**src/rtl/ctx_data_bus_arbiter_pkg.sv**
```systemverilog
// ctx_bus_pkg: shared types and constants for the context/data bus arbiter.
//   src_e    : source tag that is recorded for every granted memory transaction
//   lock_e   : arbitration lock state (idle / holding a stalled request)
//   mem_req_t: request fields presented to the memory port
package ctx_bus_pkg;

   typedef enum logic [1:0] {
      SRC_CPU    = 2'd0,
      SRC_CTX_WR = 2'd1,
      SRC_CTX_RD = 2'd2
   } src_e;

   typedef enum logic {
      LK_IDLE = 1'b0,
      LK_HOLD = 1'b1
   } lock_e;

   typedef struct packed {
      logic        we;
      logic [3:0]  be;
      logic [31:0] addr;
      logic [31:0] wdata;
   } mem_req_t;

   // Context traffic is always full-word.
   localparam logic [3:0] CTX_BE = 4'hF;

endpackage

```
**src/rtl/ctx_data_bus_arbiter_if.sv**
```systemverilog
// ctx_data_bus_arbiter_if: bundle of the three request channels (core LSU,
// RTOSUnit ctx write, RTOSUnit ctx read) and the shared OBI-style memory port.
//   master: arbiter view (consumes requests/memory responses, drives grants,
//           memory request and routed responses)
//   slave : environment view (core, RTOSUnit and data memory)
interface ctx_data_bus_arbiter_if;

   // core data port
   logic        cpu_req_i;
   logic        cpu_gnt_o;
   logic        cpu_we_i;
   logic [3:0]  cpu_be_i;
   logic [31:0] cpu_addr_i;
   logic [31:0] cpu_wdata_i;
   logic        cpu_rvalid_o;
   logic [31:0] cpu_rdata_o;
   // RTOSUnit context channels
   logic        ctx_wr_rdy_i;
   logic        ctx_wr_en_o;
   logic [31:0] ctx_wr_addr_i;
   logic [31:0] ctx_wr_data_i;
   logic        ctx_rd_rdy_i;
   logic        ctx_rd_en_o;
   logic [31:0] ctx_rd_addr_i;
   logic        ctx_rd_resp_en_o;
   logic [31:0] ctx_rd_resp_data_o;
   // data memory port
   logic        mem_req_o;
   logic        mem_gnt_i;
   logic        mem_we_o;
   logic [3:0]  mem_be_o;
   logic [31:0] mem_addr_o;
   logic [31:0] mem_wdata_o;
   logic        mem_rvalid_i;
   logic [31:0] mem_rdata_i;

   modport master (
      input  cpu_req_i, cpu_we_i, cpu_be_i, cpu_addr_i, cpu_wdata_i,
      output cpu_gnt_o, cpu_rvalid_o, cpu_rdata_o,
      input  ctx_wr_rdy_i, ctx_wr_addr_i, ctx_wr_data_i,
      output ctx_wr_en_o,
      input  ctx_rd_rdy_i, ctx_rd_addr_i,
      output ctx_rd_en_o, ctx_rd_resp_en_o, ctx_rd_resp_data_o,
      output mem_req_o, mem_we_o, mem_be_o, mem_addr_o, mem_wdata_o,
      input  mem_gnt_i, mem_rvalid_i, mem_rdata_i
   );

   modport slave (
      output cpu_req_i, cpu_we_i, cpu_be_i, cpu_addr_i, cpu_wdata_i,
      input  cpu_gnt_o, cpu_rvalid_o, cpu_rdata_o,
      output ctx_wr_rdy_i, ctx_wr_addr_i, ctx_wr_data_i,
      input  ctx_wr_en_o,
      output ctx_rd_rdy_i, ctx_rd_addr_i,
      input  ctx_rd_en_o, ctx_rd_resp_en_o, ctx_rd_resp_data_o,
      input  mem_req_o, mem_we_o, mem_be_o, mem_addr_o, mem_wdata_o,
      output mem_gnt_i, mem_rvalid_i, mem_rdata_i
   );

endinterface

```
**src/rtl/ctx_data_bus_arbiter_tag_fifo.sv**
```systemverilog
// ctx_bus_tag_fifo: in-order tag FIFO holding the source of every granted,
// not yet answered memory transaction.
//   clk_i, rst_ni : clock, asynchronous active-low reset
//   push, din     : write a tag (ignored when full)
//   pop, dout     : drop the head tag (ignored when empty); dout is the head
//   full, empty   : occupancy flags
//   count         : current occupancy, 0..DEPTH
module ctx_bus_tag_fifo import ctx_bus_pkg::*; #(
   parameter int  DEPTH = 4,
   parameter type T     = src_e
) (
   input  logic                     clk_i,
   input  logic                     rst_ni,
   input  logic                     push,
   input  T                         din,
   input  logic                     pop,
   output T                         dout,
   output logic                     full,
   output logic                     empty,
   output logic [$clog2(DEPTH):0]   count
);

   localparam int AW = $clog2(DEPTH);
   localparam logic [AW:0] FULL_CNT = (AW+1)'(DEPTH);

   T              mem [DEPTH];
   logic [AW-1:0] wr_ptr, rd_ptr;
   logic          do_push, do_pop;

   assign do_push = push & ~full;
   assign do_pop  = pop & ~empty;

   // Pointers are exactly log2(DEPTH) wide, so increments wrap modulo DEPTH.
   always_ff @(posedge clk_i or negedge rst_ni) begin
      if (!rst_ni) begin
         wr_ptr <= '0;
         rd_ptr <= '0;
         count  <= '0;
      end else begin
         if (do_push) wr_ptr <= wr_ptr + 1'b1;
         if (do_pop)  rd_ptr <= rd_ptr + 1'b1;
         case ({do_push, do_pop})
            2'b10:   count <= count + 1'b1;
            2'b01:   count <= count - 1'b1;
            default: ;
         endcase
      end
   end

   always_ff @(posedge clk_i) begin
      if (do_push) mem[wr_ptr] <= din;
   end

   assign dout  = mem[rd_ptr];
   assign full  = (count == FULL_CNT);
   assign empty = (count == '0);

endmodule

```
**src/rtl/ctx_data_bus_arbiter.sv**
```systemverilog
// ctx_data_bus_arbiter: shares one OBI-style data memory port between the
// core LSU and the RTOSUnit context save/restore channels.
//   clk_i, rst_ni : clock, asynchronous active-low reset
//   bus           : request channels + memory port (master modport)
//   outstanding_o : granted-but-unanswered transactions
//   err_o         : sticky, response arrived with no transaction outstanding
// The CPU normally wins; a ctx request that has lost CTX_MAX_WAIT times in a
// row wins the next arbitration. A stalled memory request is locked until
// granted so its fields stay stable.
module ctx_data_bus_arbiter import ctx_bus_pkg::*; #(
   parameter int DEPTH        = 4,
   parameter int CTX_MAX_WAIT = 8
) (
   input  logic                     clk_i,
   input  logic                     rst_ni,
   ctx_data_bus_arbiter_if.master   bus,
   output logic [$clog2(DEPTH):0]   outstanding_o,
   output logic                     err_o
);

   localparam int WW = (CTX_MAX_WAIT > 0) ? $clog2(CTX_MAX_WAIT + 1) : 1;
   localparam logic [WW-1:0] WAIT_SAT = WW'(CTX_MAX_WAIT);

   lock_e         lk_q, lk_d;
   src_e          lock_src_q, lock_src_d;
   src_e          prio_src, sel, head;
   mem_req_t      fields;
   logic [WW-1:0] wait_cnt;
   logic          any_ctx, ctx_due, req, gnt, ctx_gnt;
   logic          fifo_full, fifo_empty, pop_ok;

   // ---------------- source selection ----------------
   assign any_ctx = bus.ctx_wr_rdy_i | bus.ctx_rd_rdy_i;
   assign ctx_due = (CTX_MAX_WAIT != 0) && (wait_cnt == WAIT_SAT);

   always_comb begin
      prio_src = SRC_CPU;
      if (bus.cpu_req_i && !(ctx_due && any_ctx)) prio_src = SRC_CPU;
      else if (bus.ctx_wr_rdy_i)                  prio_src = SRC_CTX_WR;
      else if (bus.ctx_rd_rdy_i)                  prio_src = SRC_CTX_RD;
   end

   // While locked the stalled source keeps the port regardless of priority.
   assign sel = (lk_q == LK_HOLD) ? lock_src_q : prio_src;
   // No pop bypass: a full FIFO blocks the request even if a response pops now.
   assign req = (bus.cpu_req_i | any_ctx) & ~fifo_full;
   assign gnt = req & bus.mem_gnt_i;
   assign ctx_gnt = gnt & (sel != SRC_CPU);

   // ---------------- lock FSM ----------------
   always_ff @(posedge clk_i or negedge rst_ni) begin
      if (!rst_ni) begin
         lk_q       <= LK_IDLE;
         lock_src_q <= SRC_CPU;
      end else begin
         lk_q       <= lk_d;
         lock_src_q <= lock_src_d;
      end
   end

   always_comb begin
      lk_d       = lk_q;
      lock_src_d = lock_src_q;
      case (lk_q)
         LK_IDLE: if (req && !gnt) begin
            lk_d       = LK_HOLD;
            lock_src_d = sel;
         end
         LK_HOLD: if (gnt) lk_d = LK_IDLE;
         default: lk_d = LK_IDLE;
      endcase
   end

   // ---------------- starvation counter ----------------
   always_ff @(posedge clk_i or negedge rst_ni) begin
      if (!rst_ni)                   wait_cnt <= '0;
      else if (!any_ctx || ctx_gnt)  wait_cnt <= '0;
      else if (wait_cnt != WAIT_SAT) wait_cnt <= wait_cnt + 1'b1;
   end

   // ---------------- request mux ----------------
   always_comb begin
      fields = '0;
      case (sel)
         SRC_CPU: begin
            fields.we    = bus.cpu_we_i;
            fields.be    = bus.cpu_be_i;
            fields.addr  = bus.cpu_addr_i;
            fields.wdata = bus.cpu_wdata_i;
         end
         SRC_CTX_WR: begin
            fields.we    = 1'b1;
            fields.be    = CTX_BE;
            fields.addr  = bus.ctx_wr_addr_i;
            fields.wdata = bus.ctx_wr_data_i;
         end
         SRC_CTX_RD: begin
            fields.we    = 1'b0;
            fields.be    = CTX_BE;
            fields.addr  = bus.ctx_rd_addr_i;
         end
         default: fields = '0;
      endcase
   end

   // Fields are qualified by the request so the idle port reads all-zero.
   assign bus.mem_req_o   = req;
   assign bus.mem_we_o    = req & fields.we;
   assign bus.mem_be_o    = req ? fields.be    : '0;
   assign bus.mem_addr_o  = req ? fields.addr  : '0;
   assign bus.mem_wdata_o = req ? fields.wdata : '0;

   assign bus.cpu_gnt_o   = gnt & (sel == SRC_CPU);
   assign bus.ctx_wr_en_o = gnt & (sel == SRC_CTX_WR);
   assign bus.ctx_rd_en_o = gnt & (sel == SRC_CTX_RD);

   // ---------------- response routing ----------------
   ctx_bus_tag_fifo #(.DEPTH(DEPTH), .T(src_e)) u_tags (
      .clk_i  (clk_i),
      .rst_ni (rst_ni),
      .push   (gnt),
      .din    (sel),
      .pop    (bus.mem_rvalid_i),
      .dout   (head),
      .full   (fifo_full),
      .empty  (fifo_empty),
      .count  (outstanding_o)
   );

   assign pop_ok = bus.mem_rvalid_i & ~fifo_empty;

   // Ctx write responses pop the tag and go nowhere.
   assign bus.cpu_rvalid_o       = pop_ok & (head == SRC_CPU);
   assign bus.ctx_rd_resp_en_o   = pop_ok & (head == SRC_CTX_RD);
   assign bus.cpu_rdata_o        = bus.mem_rdata_i;
   assign bus.ctx_rd_resp_data_o = bus.mem_rdata_i;

   always_ff @(posedge clk_i or negedge rst_ni) begin
      if (!rst_ni)                              err_o <= 1'b0;
      else if (bus.mem_rvalid_i && fifo_empty)  err_o <= 1'b1;
   end

endmodule

```
**src/flat_wrapper.sv**
```systemverilog
// flat-port wrapper written by rule: the top's interface ports become plain ports
module ctx_data_bus_arbiter_flat import ctx_bus_pkg::*;
#(
   parameter int DEPTH        = 4,
   parameter int CTX_MAX_WAIT = 8
)
  (clk_i, rst_ni, outstanding_o, err_o, bus_cpu_req_i, bus_cpu_we_i, bus_cpu_be_i, bus_cpu_addr_i, bus_cpu_wdata_i, bus_cpu_gnt_o, bus_cpu_rvalid_o, bus_cpu_rdata_o, bus_ctx_wr_rdy_i, bus_ctx_wr_addr_i, bus_ctx_wr_data_i, bus_ctx_wr_en_o, bus_ctx_rd_rdy_i, bus_ctx_rd_addr_i, bus_ctx_rd_en_o, bus_ctx_rd_resp_en_o, bus_ctx_rd_resp_data_o, bus_mem_req_o, bus_mem_we_o, bus_mem_be_o, bus_mem_addr_o, bus_mem_wdata_o, bus_mem_gnt_i, bus_mem_rvalid_i, bus_mem_rdata_i);
  ctx_data_bus_arbiter_if bus_i ();
  input  logic clk_i;
  input  logic rst_ni;
  output logic [$clog2(DEPTH):0] outstanding_o;
  output logic err_o;
  input wire logic [$bits(bus_i.cpu_req_i)-1:0] bus_cpu_req_i;
  input wire logic [$bits(bus_i.cpu_we_i)-1:0] bus_cpu_we_i;
  input wire logic [$bits(bus_i.cpu_be_i)-1:0] bus_cpu_be_i;
  input wire logic [$bits(bus_i.cpu_addr_i)-1:0] bus_cpu_addr_i;
  input wire logic [$bits(bus_i.cpu_wdata_i)-1:0] bus_cpu_wdata_i;
  output wire logic [$bits(bus_i.cpu_gnt_o)-1:0] bus_cpu_gnt_o;
  output wire logic [$bits(bus_i.cpu_rvalid_o)-1:0] bus_cpu_rvalid_o;
  output wire logic [$bits(bus_i.cpu_rdata_o)-1:0] bus_cpu_rdata_o;
  input wire logic [$bits(bus_i.ctx_wr_rdy_i)-1:0] bus_ctx_wr_rdy_i;
  input wire logic [$bits(bus_i.ctx_wr_addr_i)-1:0] bus_ctx_wr_addr_i;
  input wire logic [$bits(bus_i.ctx_wr_data_i)-1:0] bus_ctx_wr_data_i;
  output wire logic [$bits(bus_i.ctx_wr_en_o)-1:0] bus_ctx_wr_en_o;
  input wire logic [$bits(bus_i.ctx_rd_rdy_i)-1:0] bus_ctx_rd_rdy_i;
  input wire logic [$bits(bus_i.ctx_rd_addr_i)-1:0] bus_ctx_rd_addr_i;
  output wire logic [$bits(bus_i.ctx_rd_en_o)-1:0] bus_ctx_rd_en_o;
  output wire logic [$bits(bus_i.ctx_rd_resp_en_o)-1:0] bus_ctx_rd_resp_en_o;
  output wire logic [$bits(bus_i.ctx_rd_resp_data_o)-1:0] bus_ctx_rd_resp_data_o;
  output wire logic [$bits(bus_i.mem_req_o)-1:0] bus_mem_req_o;
  output wire logic [$bits(bus_i.mem_we_o)-1:0] bus_mem_we_o;
  output wire logic [$bits(bus_i.mem_be_o)-1:0] bus_mem_be_o;
  output wire logic [$bits(bus_i.mem_addr_o)-1:0] bus_mem_addr_o;
  output wire logic [$bits(bus_i.mem_wdata_o)-1:0] bus_mem_wdata_o;
  input wire logic [$bits(bus_i.mem_gnt_i)-1:0] bus_mem_gnt_i;
  input wire logic [$bits(bus_i.mem_rvalid_i)-1:0] bus_mem_rvalid_i;
  input wire logic [$bits(bus_i.mem_rdata_i)-1:0] bus_mem_rdata_i;
  assign bus_i.cpu_req_i = bus_cpu_req_i;
  assign bus_i.cpu_we_i = bus_cpu_we_i;
  assign bus_i.cpu_be_i = bus_cpu_be_i;
  assign bus_i.cpu_addr_i = bus_cpu_addr_i;
  assign bus_i.cpu_wdata_i = bus_cpu_wdata_i;
  assign bus_cpu_gnt_o = bus_i.cpu_gnt_o;
  assign bus_cpu_rvalid_o = bus_i.cpu_rvalid_o;
  assign bus_cpu_rdata_o = bus_i.cpu_rdata_o;
  assign bus_i.ctx_wr_rdy_i = bus_ctx_wr_rdy_i;
  assign bus_i.ctx_wr_addr_i = bus_ctx_wr_addr_i;
  assign bus_i.ctx_wr_data_i = bus_ctx_wr_data_i;
  assign bus_ctx_wr_en_o = bus_i.ctx_wr_en_o;
  assign bus_i.ctx_rd_rdy_i = bus_ctx_rd_rdy_i;
  assign bus_i.ctx_rd_addr_i = bus_ctx_rd_addr_i;
  assign bus_ctx_rd_en_o = bus_i.ctx_rd_en_o;
  assign bus_ctx_rd_resp_en_o = bus_i.ctx_rd_resp_en_o;
  assign bus_ctx_rd_resp_data_o = bus_i.ctx_rd_resp_data_o;
  assign bus_mem_req_o = bus_i.mem_req_o;
  assign bus_mem_we_o = bus_i.mem_we_o;
  assign bus_mem_be_o = bus_i.mem_be_o;
  assign bus_mem_addr_o = bus_i.mem_addr_o;
  assign bus_mem_wdata_o = bus_i.mem_wdata_o;
  assign bus_i.mem_gnt_i = bus_mem_gnt_i;
  assign bus_i.mem_rvalid_i = bus_mem_rvalid_i;
  assign bus_i.mem_rdata_i = bus_mem_rdata_i;
  ctx_data_bus_arbiter #(.DEPTH(DEPTH), .CTX_MAX_WAIT(CTX_MAX_WAIT)) u_core (.clk_i(clk_i), .rst_ni(rst_ni), .bus(bus_i), .outstanding_o(outstanding_o), .err_o(err_o));
endmodule
```
**config.mk**
```make
export PLATFORM = sky130hd
export DESIGN_NAME = ctx_data_bus_arbiter_flat
export DESIGN_NICKNAME = d
export VERILOG_FILES = /design/src/rtl/ctx_data_bus_arbiter_pkg.sv /design/src/rtl/ctx_data_bus_arbiter_if.sv /design/src/rtl/ctx_data_bus_arbiter_tag_fifo.sv /design/src/rtl/ctx_data_bus_arbiter.sv /design/src/flat_wrapper.sv
export SDC_FILE = /design/constraint.sdc
export NUM_CORES = 1
export LEC_CHECK = 0
export CORE_AREA = 5 5 132 134
export CTS_BUF_LIST = sky130_fd_sc_hd__clkbuf_16
export CTS_CLUSTER_SIZE = 12
export DETAILED_ROUTE_END_ITERATION = 16
export DIE_AREA = 0 0 137 139
export HOLD_SLACK_MARGIN = 0.03
export PLACE_DENSITY_LB_ADDON = 0.3
export SLEW_MARGIN = 10
export SYNTH_ARGS = -nofsm -noshare
export SYNTH_HDL_FRONTEND = slang
export SYNTH_SLANG_ARGS = --single-unit
```
**constraint.sdc**
```tcl
create_clock -name clk_i -period 2.5 [get_ports clk_i]
set_clock_uncertainty 0.1 [all_clocks]
set_input_delay 0.375 -clock clk_i [delete_from_list [all_inputs] [get_ports clk_i]]
set_output_delay 0.375 -clock clk_i [all_outputs]
set_load 0.01 [all_outputs]
```
==> impl_metrics.env <==
export IMPL_port_buffers=250
export IMPL_synth_top_family_by_area="buffers and inverters"
export IMPL_synthAdderAreaFrac_pct=5.65
export IMPL_p_int_mw=3.23
export IMPL_synth_compound_area_share_pct=22.7
export IMPL_path_depth=12
export IMPL_die_w_um=137
export IMPL_antenna_found_initial=0
export IMPL_ant_nets=0
export IMPL_p_sw_share_pct=44.2
export IMPL_fin_crit_sh_pct=123
export IMPL_yosys_warnings=0
export IMPL_max_clock_freq_mhz=324
export IMPL_min_period_ns=3.08
export IMPL_yosysSeqAreaShare_pct=22.0
export IMPL_synth_area_leaders="buf_4 18%, dfrtp_1 13%, a222oi_1 11%"
export IMPL_grt_overflow_total=0
export IMPL_cts_root_buffer="clkbuf_16"
export IMPL_end_kind="primary output"
export IMPL_vias_per_cell=4.52
export IMPL_muxShareOfSynthArea_pct=5.06
export IMPL_cts_buffer_depth=2
export IMPL_routed_via_count=3540
export IMPL_reg2reg_depth=11
export IMPL_routed_wl_mm=16.1
export IMPL_netlist_area_mm2=0.00279
export IMPL_clkTransAtPathRegs_ns=0.06
export IMPL_final_setup_tns_ns=-24.33
export IMPL_start_kind="flop"
export IMPL_setup_viol=72
export IMPL_cts_tree="built"
export IMPL_hold_depth=1
export IMPL_cap_violations=0
export IMPL_diodes=0
export IMPL_grt_max_degree=33
export IMPL_peakVddDrop_v=0.000373
export IMPL_dp_hpwl_mm=12.5
export IMPL_drive_gt1_share_pct=36.3
export IMPL_syn_num_nets=549
export IMPL_synth_area_leader_cell="buf_4"
export IMPL_power_density_mw_per_mm2=1000
export IMPL_grt_pass1_vias=3887
export IMPL_ys_ff_latch=23
export IMPL_gp_congestion=0.852
export IMPL_hold_viol_final=0
export IMPL_fin_ws_ns=-0.584
export IMPL_netlist_area_leader_share_pct=18.3
export IMPL_dieArea_mm2=0.0190
export IMPL_avgSynthCellArea_um2=8.39
export IMPL_post_synth_num_cell_types=43
export IMPL_switchingPower_mw=2.56
export IMPL_path_buf_inv=5
export IMPL_post_route_util_pct=35.6
export IMPL_ctsHoldBuffers=0
export IMPL_cts_buffers=3
export IMPL_die_h_um=139
export IMPL_slew_headroom_pct=50.6
export IMPL_rsz0062_at_grt="yes"
export IMPL_synth_simple_area_share_pct=17.2
export IMPL_worstPathArrival_ns=2.61
export IMPL_fp_row_count=47
export IMPL_start_util_pct=17.3
export IMPL_pwr_share_seq_pct=11.1
export IMPL_final_nets=781
export IMPL_violations="setup timing"
export IMPL_grt_pass1_wl_mm=23.0
export IMPL_cp_cell_sequence="inv_1 -> ha_2 -> nand3b_1 -> a21boi_2 -> mux2i_2 -> buf_4 -> ha_4 -> buf_12 -> buf_6 -> a222oi_1 -> nor2_1 -> buf_2"
export IMPL_power_leakage_nw=2.51
export IMPL_core_mm2=0.0162
export IMPL_drc_errors=0
export IMPL_max_slew_worst_pin_slew_ns=0.738
export IMPL_design_area_mm2=0.00576
export IMPL_syn_inst=333
export IMPL_track_usage_pct=15.8
export IMPL_drt_iter0_markers=334
export IMPL_drt_pass1_iterations=8
export IMPL_hp_class="flop to flop"
export IMPL_worstPathMaxFanout=6
export IMPL_cp_slowest_cell="dfrtp_1"
export IMPL_wl_per_cell_um=20.6
export IMPL_area_delta_synth_final_pct=106
export IMPL_slew_violations=0
export IMPL_place_area_mm2=0.00537
export IMPL_worst_ep_required_time_ns=2.03
export IMPL_ios=347
export IMPL_clock_latency_ns=0.25
export IMPL_hold_slack_ns=0.359
export IMPL_cts_sinks=23
export IMPL_crit_type="flop to primary output"
export IMPL_power_frac_comb_pct=83.0
export IMPL_critical_path_top_delay_family="buffers and inverters"
export IMPL_cpPeakStageDelay_ns=0.38
export IMPL_status="finished, violations left"
export IMPL_htree_levels=1
export IMPL_pwr_share_clk_pct=5.9
export IMPL_synth_xor_area_share_pct=2.82
path summary, 6_finish.rpt:
| kind | endpoint | start | slack, ns |
|---|---|---|---|
| max | bus_mem_addr_o[10] | u_core.wait_cnt[1]$_DFFE_PN0P_ | -0.58 |
| min | u_core.err_o$_DFFE_PN0P_ | u_core.err_o$_DFFE_PN0P_ | 0.36 |
| max reg2reg | u_core.wait_cnt[2]$_DFFE_PN0P_ | u_core.wait_cnt[1]$_DFFE_PN0P_ | 0.16 |
| min reg2reg | u_core.err_o$_DFFE_PN0P_ | u_core.err_o$_DFFE_PN0P_ | 0.36 |
| max in group asynchronous | u_core.u_tags.rd_ptr[0]$_DFFE_PN0P_ | rst_ni | 1.33 |
| min in group asynchronous | u_core.wait_cnt[1]$_DFFE_PN0P_ | rst_ni | 0.46 |
cells in the final DEF (no fill, tap or decap), types with 2 or more instances in the layout:
| master | synthesis | routed |
|---|---|---|
| nand2_1 | 3 | 3 |
| a22oi_2 | 0 | 30 |
| nor2_1 | 73 | 70 |
| and2_1 | 2 | 2 |
| nor2_2 | 1 | 4 |
| xnor2_1 | 4 | 4 |
| mux4_2 | 2 | 2 |
| mux2i_1 | 4 | 2 |
| mux2_2 | 4 | 2 |
| buf_2 | 3 | 68 |
| ha_4 | 0 | 4 |
| xor2_1 | 5 | 5 |
| mux2_4 | 0 | 2 |
| edfxtp_1 | 8 | 8 |
| clkdlybuf4s50_1 | 0 | 173 |
| and3_1 | 7 | 6 |
| a21oi_2 | 0 | 4 |
| a222oi_1 | 32 | 32 |
| dlymetal6s2s_1 | 0 | 4 |
| ha_1 | 11 | 5 |
| buf_6 | 1 | 21 |
| buf_4 | 68 | 33 |
| clkbuf_16 | 0 | 3 |
| a22oi_1 | 32 | 2 |
| inv_1 | 9 | 10 |
| nand2b_1 | 2 | 2 |
| a21oi_1 | 6 | 2 |
| dfrtp_1 | 15 | 14 |
| buf_12 | 0 | 11 |
| buf_8 | 3 | 5 |
| ha_2 | 0 | 2 |
| o21ai_0 | 2 | 2 |
| buf_16 | 0 | 3 |
| nor3_1 | 2 | 2 |
routing by layer:
| layer | global-route usage (%) | part of all wire, % |
|---|---|---|
| met3 | 3.66 | 9.4 |
| met2 | 29.3 | 53 |
| met1 | 17.6 | 35 |
| met5 | 0 | 0 |
| met4 | 4.62 | 2.8 |
state kept, by name (all words and copies together) (netlist names), named ones only:
register              flops
u_core.u_tags.mem         8
u_core.wait_cnt           4
u_core.u_tags.count       3
u_core.lock_src_q         2
u_core.u_tags.rd_ptr      2
u_core.u_tags.wr_ptr      2
u_core.err_o              1
cells in the mapped netlist (all sizes together):
library cell,count
nor2b,1
edfxtp,8
a21boi,1
a21o,1
nand2,4
and3,7
mux2,5
buf,76
inv,10
a22oi,32
xor2,5
o311a,1
nor3,2
o21ai,2
fa,1
a21oi,6
clkbuf,16
o2bb2ai,1
ha,11
nand3,3
dfrtp,15
nand2b,2
and2,2
or3b,1
nor3b,1
nand3b,2
a222oi,32
mux4,2
nor2,74
mux2i,4
xnor2,4
or3,1
power groups by stage:
stage	combinational [mW]	clock, mW	sequential [mW]
5_1_grt	5.21	0.364	0.660
4_1_cts	4.90	0.341	0.642
2_1_floorplan	2.21	0	0.660
3_3_place_gp	4.42	0	0.633
6_report	4.80	0.342	0.639
3_5_place_dp	4.48	0	0.643
kinds of logic (layout without fill, tap and decap cells):
kind of cell | count (synthesis) | count (layout)
simple gates | 100 | 100
compound gates | 76 | 76
flops | 23 | 23
fa+ha+maj | 12 | 12
mux | 11 | 11
buf+inv | 102 | 333
xor+xnor | 9 | 9
worst register-to-register path, stage by stage, from the launching register on:
cell       delay (ns)
dfrtp_1          0.38
inv_1            0.06
ha_2             0.16
nand3b_1         0.15
a21oi_2          0.26
mux2i_4          0.13
ha_4             0.23
buf_16           0.16
buf_6            0.14
nor2b_1          0.12
o2bb2ai_1        0.21
nor2_1           0.11
area by class of cell:
type                            instances  area, µm²
Tap cell                              220        275
Sequential cell                        23        617
Timing Repair Buffer                  319       2990
Clock buffer                            3       75.1
Inverter                               10       40.0
Clock inverter                          1       3.75
Multi-Input combinational cell        208       1750
Fill cell                            1641      10400
metrics by stage:
step | power [mW] | setup WS (ns) | instances
3_3_place_gp | 5.06 | -0.848 | 754
2_1_floorplan | 2.87 | -0.0279 | 333
4_1_cts | 5.88 | -0.538 | 784
6_report | 5.79 | -0.584 | 784
3_5_place_dp | 5.12 | -0.868 | 754
5_1_grt | 6.23 | -0.711 | 784
timing repair:
| item | CTS | global route |
|---|---|---|
| buffers inserted | 22 | 2 |
| pin swaps | 62 | 37 |
| resized for setup | 367 | 11 |
| cloned | 4 | 0 |
| setup endpoints to repair | 76 | 78 |
(Power assumes the default switching activity.)
